===== src/rtl/dac_pkg.sv =====
// dac_pkg: state encodings, frame geometry and power-down codes shared by the DAC SPI transmitter.
// Latency: none (declarations only).
// Backpressure: none (declarations only).
package dac_pkg;

  localparam int FRAME_BITS = 16;   // bits per SPI frame on the DAC121S101
  localparam int DAC_CODE_W = 12;   // DAC code width inside the frame

  // Power-down field, frame bits [13:12]
  localparam logic [1:0] PD_NORMAL = 2'b00;
  localparam logic [1:0] PD_1K     = 2'b01;
  localparam logic [1:0] PD_100K   = 2'b10;
  localparam logic [1:0] PD_HIZ    = 2'b11;

  typedef enum logic [1:0] {
    ST_IDLE  = 2'd0,
    ST_SHIFT = 2'd1,
    ST_GAP   = 2'd2
  } dac_state_t;

  // Frame layout: two don't-care zeros, power-down bits, 12-bit code.
  function automatic logic [FRAME_BITS-1:0] pack_frame(input logic [1:0]            pd,
                                                       input logic [DAC_CODE_W-1:0] code);
    return {2'b00, pd, code};
  endfunction

endpackage


===== src/rtl/dac_sclk_gen.sv =====
// dac_sclk_gen: SPI clock generator; phase counter of 2*CLK_DIV clk cycles per bit period.
// Latency: sclk is registered; strobes are combinational and mark the edge where sclk falls/rises next.
// Backpressure: none; runs only while en is high, otherwise holds phase 0 and sclk high.
//
// Ports:
//   clk, reset_n   clock and async active-low reset
//   en             high while the transmitter is shifting
//   fall_stb       next clk edge drives sclk low (DAC sampling edge)
//   rise_stb       next clk edge ends the bit period and drives sclk high
//   sclk           registered SPI clock, idles high
module dac_sclk_gen
  import dac_pkg::*;
#(
  parameter int CLK_DIV = 2
) (
  input  logic clk,
  input  logic reset_n,
  input  logic en,
  output logic fall_stb,
  output logic rise_stb,
  output logic sclk
);

  localparam int PER = 2 * CLK_DIV;
  localparam int CW  = $clog2(PER);

  logic [CW-1:0] ph_q;
  logic [CW-1:0] ph_d;

  // Phase 0..CLK_DIV-1 is the high half, CLK_DIV..PER-1 the low half.
  always_comb begin
    ph_d = '0;
    if (en && (ph_q != CW'(PER - 1))) begin
      ph_d = ph_q + CW'(1);
    end
  end

  assign fall_stb = en && (ph_q == CW'(CLK_DIV - 1));
  assign rise_stb = en && (ph_q == CW'(PER - 1));

  always_ff @(posedge clk or negedge reset_n) begin
    if (!reset_n) begin
      ph_q <= '0;
      sclk <= 1'b1;
    end else begin
      ph_q <= ph_d;
      // ph_d is 0 whenever en is low, so sclk parks high outside a frame.
      sclk <= (ph_d < CW'(CLK_DIV));
    end
  end

endmodule


===== src/rtl/dac_spi_tx.sv =====
// dac_spi_tx: serialises one sample per valid/ready handshake into a 16-bit SPI frame for a DAC121S101.
// Latency: sync_n falls on the accepting edge; frame_done 34*CLK_DIV-1 edges later; ready one edge after that.
// Backpressure: sample_ready low for the whole frame and gap; valid while not ready is ignored, never queued.
//
// Ports:
//   clk, reset_n          10 MHz clock, async active-low reset
//   sample[DATA_W]        sample, left-justified into the 12-bit DAC code
//   pd_mode[2]            DAC power-down bits, 00 = normal operation
//   sample_valid/ready    handshake; transfer when both high at a clk edge
//   busy                  frame or inter-frame gap in progress
//   frame_done            one-cycle pulse in the last gap cycle
//   dac_sclk/sync_n/sdata SPI outputs; sclk idles high, data MSB first
//
// Build option: define DAC_SIGNED_EN to treat sample as two's complement
// (MSB inverted to offset binary before packing); undefined = unsigned.
module dac_spi_tx
  import dac_pkg::*;
#(
  parameter int DATA_W  = 8,
  parameter int CLK_DIV = 2
) (
  input  logic              clk,
  input  logic              reset_n,
  input  logic [DATA_W-1:0] sample,
  input  logic [1:0]        pd_mode,
  input  logic              sample_valid,
  output logic              sample_ready,
  output logic              busy,
  output logic              frame_done,
  output logic              dac_sclk,
  output logic              dac_sync_n,
  output logic              dac_sdata
);

  localparam int BIT_W    = $clog2(FRAME_BITS);
  localparam int GAP_W    = $clog2(2 * CLK_DIV);
  localparam int GAP_LAST = 2 * CLK_DIV - 1;

  // ---------------------------------------------------------------------------
  // Frame packing
  // ---------------------------------------------------------------------------
  logic [DATA_W-1:0]     samp_x;
  logic [DAC_CODE_W-1:0] code;
  logic [FRAME_BITS-1:0] frame_in;

`ifdef DAC_SIGNED_EN
  // Two's complement to offset binary: flip the sign bit only.
  assign samp_x = sample ^ (DATA_W'(1) << (DATA_W - 1));
`else
  assign samp_x = sample;
`endif

  assign code     = DAC_CODE_W'(samp_x) << (DAC_CODE_W - DATA_W);
  assign frame_in = pack_frame(pd_mode, code);

  // ---------------------------------------------------------------------------
  // State and output registers
  // ---------------------------------------------------------------------------
  dac_state_t            state_q, state_d;
  logic [FRAME_BITS-1:0] shreg_q, shreg_d;
  logic [BIT_W-1:0]      bit_q,   bit_d;
  logic [GAP_W-1:0]      gap_q,   gap_d;
  logic                  ready_q, ready_d;
  logic                  busy_q,  busy_d;
  logic                  done_q,  done_d;
  logic                  sync_q,  sync_d;
  logic                  sdata_q, sdata_d;

  logic                  fall_stb;
  logic                  rise_stb;

  dac_sclk_gen #(
    .CLK_DIV (CLK_DIV)
  ) u_sclk_gen (
    .clk      (clk),
    .reset_n  (reset_n),
    .en       (state_q == ST_SHIFT),
    .fall_stb (fall_stb),
    .rise_stb (rise_stb),
    .sclk     (dac_sclk)
  );

  always_comb begin
    state_d = state_q;
    shreg_d = shreg_q;
    bit_d   = bit_q;
    gap_d   = gap_q;
    ready_d = ready_q;
    busy_d  = busy_q;
    done_d  = 1'b0;
    sync_d  = sync_q;
    sdata_d = sdata_q;

    case (state_q)
      ST_IDLE: begin
        ready_d = 1'b1;
        busy_d  = 1'b0;
        sync_d  = 1'b1;
        sdata_d = 1'b0;
        if (sample_valid && ready_q) begin
          // First bit goes out on the accepting edge, with sclk still high.
          state_d = ST_SHIFT;
          shreg_d = frame_in;
          bit_d   = '0;
          ready_d = 1'b0;
          busy_d  = 1'b1;
          sync_d  = 1'b0;
          sdata_d = frame_in[FRAME_BITS-1];
        end
      end

      ST_SHIFT: begin
        // Pre-shift on the falling edge so the next bit sits at the MSB
        // ready to be presented together with the following rising edge.
        if (fall_stb) begin
          shreg_d = shreg_q << 1;
        end
        if (rise_stb) begin
          if (bit_q == BIT_W'(FRAME_BITS - 1)) begin
            state_d = ST_GAP;
            gap_d   = '0;
            sync_d  = 1'b1;
            sdata_d = 1'b0;
          end else begin
            bit_d   = bit_q + BIT_W'(1);
            sdata_d = shreg_q[FRAME_BITS-1];
          end
        end
      end

      ST_GAP: begin
        // sync_n stays high for 2*CLK_DIV cycles so the DAC sees its minimum
        // sync-high time before the next frame.
        if (gap_q == GAP_W'(GAP_LAST)) begin
          state_d = ST_IDLE;
          ready_d = 1'b1;
          busy_d  = 1'b0;
        end else begin
          gap_d  = gap_q + GAP_W'(1);
          done_d = (gap_q == GAP_W'(GAP_LAST - 1));
        end
      end

      default: begin
        state_d = ST_IDLE;
        ready_d = 1'b1;
        busy_d  = 1'b0;
        sync_d  = 1'b1;
        sdata_d = 1'b0;
      end
    endcase
  end

  // Asynchronous reset aborts a frame at once; sync_n rising early makes the
  // DAC discard the partial word.
  always_ff @(posedge clk or negedge reset_n) begin
    if (!reset_n) begin
      state_q <= ST_IDLE;
      shreg_q <= '0;
      bit_q   <= '0;
      gap_q   <= '0;
      ready_q <= 1'b1;
      busy_q  <= 1'b0;
      done_q  <= 1'b0;
      sync_q  <= 1'b1;
      sdata_q <= 1'b0;
    end else begin
      state_q <= state_d;
      shreg_q <= shreg_d;
      bit_q   <= bit_d;
      gap_q   <= gap_d;
      ready_q <= ready_d;
      busy_q  <= busy_d;
      done_q  <= done_d;
      sync_q  <= sync_d;
      sdata_q <= sdata_d;
    end
  end

  assign sample_ready = ready_q;
  assign busy         = busy_q;
  assign frame_done   = done_q;
  assign dac_sync_n   = sync_q;
  assign dac_sdata    = sdata_q;

endmodule


===== config.mk =====
export PLATFORM = sky130hd
export DESIGN_NAME = dac_spi_tx
export DESIGN_NICKNAME = d
export VERILOG_FILES = /design/src/rtl/dac_pkg.sv /design/src/rtl/dac_sclk_gen.sv /design/src/rtl/dac_spi_tx.sv
export SDC_FILE = /design/constraint.sdc
export NUM_CORES = 1
export LEC_CHECK = 0
export ABC_AREA = 1
export CAP_MARGIN = 20
export CORE_MARGIN = 2
export CORE_UTILIZATION = 53
export CTS_CLUSTER_SIZE = 16
export DETAILED_ROUTE_END_ITERATION = 16
export HOLD_SLACK_MARGIN = 0.02
export PLACE_DENSITY = 0.77
export SETUP_SLACK_MARGIN = 0.1
export SYNTH_ARGS = -nofsm -noshare
export SYNTH_HDL_FRONTEND = slang
export SYNTH_SLANG_ARGS = --single-unit

===== constraint.sdc =====
create_clock -name clk -period 1.4 [get_ports clk]
set_input_delay 0.14 -clock clk [delete_from_list [all_inputs] [get_ports clk]]
set_output_delay 0.14 -clock clk [all_outputs]
set_load 0.02 [all_outputs]

==> flow_summary.yaml <==
outcome:
  outcome: "completed"
placed_design:
  gpl.final_weighted_congestion: 0.839
  io_buffers: 18
  post_dp_cell_area_mm2: 0.00166
  dpl.hpwl_mm: 1.92
  placed_cells: 220
die:
  fp.dieW_um: 55.4
  std_cell_rows: 18
  die_height_um: 55.4
  initial_utilization: 0.561
  io_pins: 19
  core_region_area_mm2: 0.00250
  fp.dieArea_mm2: 0.00307
layout:
  final_cell_count_no_fill: 229
  layout.core_utilization: 0.702
  register_area_um2: 707
  multiInputGateArea_um2: 602
  finalNetCount: 218
  antenna_cells_inserted: 0
  finish.instance_area_mm2: 0.00175
  fillers: 198
  synth_to_layout_area_growth_pct: 25.1
  drive_above_1_share: 0.201
sta:
  tns_ps: 0
  final_report_max_slew_violation_count: 0
  setup_violations: 0
  slew_limit_headroom: 0.858
  holdWs_ps: 150
  fin_crit_sh: 0.905
  setup_repair_after_global_routing_missed_its_margin: "true"
  layout_min_cycle_time_ps: 1270
  finalHoldViolations: 0
  timing.fmax_mhz: 789
  clock_skew_ps: 11.6
  tightest_slew_ps: 212
cts:
  cts_buffer_depth: 2
  cts_inserted_buffers: 3
  cts_hold_buffers: 0
  cts-root-buf: "sky130_fd_sc_hd__clkbuf_4"
  clk_pin_slew_ps: 150
  htreeDepth: 1
  numClockSinks: 28
  clock_tree_from_tritoncts: "built"
  clock_insertion_delay_worst_skew_ps: 320
job:
  cap_viol_max_count: 0
route:
  first_iter_violations: 31
  vias: 1153
  remaining_drc_errors: 0
  vias_per_cell: 5.03
  detail-route-antenna-nets: 0
  postRouteWirelength_mm: 2.75
  routedWlPerCell_um: 12.0
  detailed_routing_iterations_pass_1: 4
pwr:
  power-per-cell-area_mw_per_mm2: 689
  irDropWorstVdd_uv: 676
  reported_leakage_power_nw: 0.888
critical_path:
  worst_r2r_endpoint: "bit_q[0]$_DFFE_PN0P_"
  critical_path_peak_fanout: 4
  critPathLaunchType: "flop"
  timing.reg2reg.worst_path_depth: 7
  timing.setup.critical_path_class: "flop to flop"
  r2r_setup_slack_ps: 130
  worst-endpoint-arrival_ps: 1500
  worst_r2r_startpoint: "bit_q[1]$_DFFE_PN0P_"
  required_ps: 1630
  crit_path_end_kind: "flop"
synth:
  post-synth-top-count-cell: "sky130_fd_sc_hd__nand2_1"
  post_synth_xor_area_fraction: 0
  ys_top_cells_by_area: "sky130_fd_sc_hd__dfrtp_1 (45%), sky130_fd_sc_hd__nand2_1 (14%), sky130_fd_sc_hd__inv_1 (6.2%)"
  yosys_top_cell_area_share: 0.446
  proportion_of_synthesized_area_in_mux_cells: 0
  synth_cells: 171
  synthDistinctLibCells: 22
  synthDominantAreaCellType: "sky130_fd_sc_hd__dfrtp_1"
  syn_nets: 189
  ys_ff_latch: 28
  synth.yosys.seq_area_share: 0.502
  postSynth.asyncResetShare: 1.00
  synth_compound_gate_area_share: 0.0856
  yosys-top-cells-count: "sky130_fd_sc_hd__nand2_1 (51), sky130_fd_sc_hd__dfrtp_1 (25), sky130_fd_sc_hd__inv_1 (23), sky130_fd_sc_hd__o21ai_0 (16)"
  synthFlopType: "sky130_fd_sc_hd__dfrtp_1"
  syn_area_mm2: 0.00140
  synthesis.yosys.warnings: 0
  synth_top_family_by_area: "simple AND/OR/NAND/NOR gates"
  synth_enable_flop_cells: 0
  synth_simple_gate_area_frac: 0.269
  avg_synthesized_cell_area_um2: 8.20
  adder_cell_share_of_the_synthesized_area: 0.0446
global_route:
  first_global_vias: 1182
  grt_max_degree: 29
  global_route_wire_length_before_repair_mm: 4.73
  initial_antenna_violation_count: 0
  grt_util_all_layers: 0.190
  overflow: 0
worst_hold_path:
  timing.hold.worst.class: "primary input to asynchronous set/reset pin"
-- cell families (layout without fill, tap and decap cells) --
logic type      after synthesis  in the layout
simple gates                 86             86
flops                        28             28
compound gates               22             22
buf+inv                      30             58
fa+ha+maj                     5              5
-- metal layers --
layer | up-vias | track usage | routed length, µm
met1 | 541 | 0.232 | 1210
met5 | - | 0 | 0
met2 | 21 | 0.335 | 1420
met3 | 4 | 0.0258 | 86
li1 | 587 | - | -
met4 | 0 | 0.0767 | 37
-- worst max-delay path, cell delays in order, from the launching register on --
cell,delay (ps)
sky130_fd_sc_hd__dfrtp_1,460
sky130_fd_sc_hd__ha_4,190
sky130_fd_sc_hd__nand3_4,70
sky130_fd_sc_hd__nor2_2,50
sky130_fd_sc_hd__nor2_2,160
sky130_fd_sc_hd__nand2_2,100
sky130_fd_sc_hd__nand2_1,80
sky130_fd_sc_hd__nand2_1,60
-- per-stage QoR --
step	total power, mW	worst slack (ps)
2_1_floorplan	0.825	211
3_3_place_gp	0.881	110
3_5_place_dp	0.882	35.3
4_1_cts	1.22	6.90
5_1_grt	1.26	66.0
6_report	1.21	133
-- sequential cells by signal, summed over array words and instances, names as in the netlist --
signal	flops
shreg_q	12
bit_q	4
gap_q	2
state_q	2
u_sclk_gen.ph_q	2
busy	1
dac_sdata	1
dac_sync_n	1
frame_done	1
sample_ready	1
u_sclk_gen.sclk	1
-- worst max-delay path by stage --
stage | cells after the start | startpoint | endpoint
5_1_grt | 6 | state_q[0]$_DFFE_PN0P_ | shreg_q[4]$_DFFE_PN0P_
6_report | 7 | bit_q[1]$_DFFE_PN0P_ | bit_q[0]$_DFFE_PN0P_
2_1_floorplan | 7 | bit_q[0]$_DFFE_PN0P_ | bit_q[3]$_DFFE_PN0P_
3_5_place_dp | 7 | state_q[1]$_DFFE_PN0P_ | bit_q[3]$_DFFE_PN0P_
4_1_cts | 1 | sample_ready$_DFFE_PN1P_ | sample_ready
3_3_place_gp | 6 | state_q[1]$_DFFE_PN0P_ | shreg_q[12]$_DFFE_PN0P_
-- layout by cell type (no fill, tap or decap), drive strengths merged --
cell,count
buf,12
nand3b,1
dfrtp,25
nand4,2
dlygate4sd2,3
nand3,14
nand2,54
inv,25
o21ai,18
nor2,15
ha,5
clkdlybuf4s15,1
o21bai,1
clkdlybuf4s50,12
a21oi,3
clkbuf,5
dfstp,3
-- area by class of cell --
type / count / share of cell area
timing repair buffer: 29 / 0.164
tap: 30 / 0.0214
sequential: 28 / 0.403
inverter: 25 / 0.0535
clock buffer: 4 / 0.0150
multi-input combinational: 113 / 0.343
-- timing repair --
action	4_1_cts	5_1_grt
buffers inserted	2	3
endpoints found under the setup margin	16	19
pin swaps	1	5
resized for setup	13	14
-- report_power, final --
group          total [mW]  leakage, nW  internal (mW)  switching, mW
Sequential          0.809        0.354          0.809              0
Combinational      0.0563        0.520         0.0349         0.0214
Clock               0.344       0.0150          0.111          0.232
Total                1.21        0.888          0.956          0.253
No activity file was read; power rests on OpenSTA's default activity.
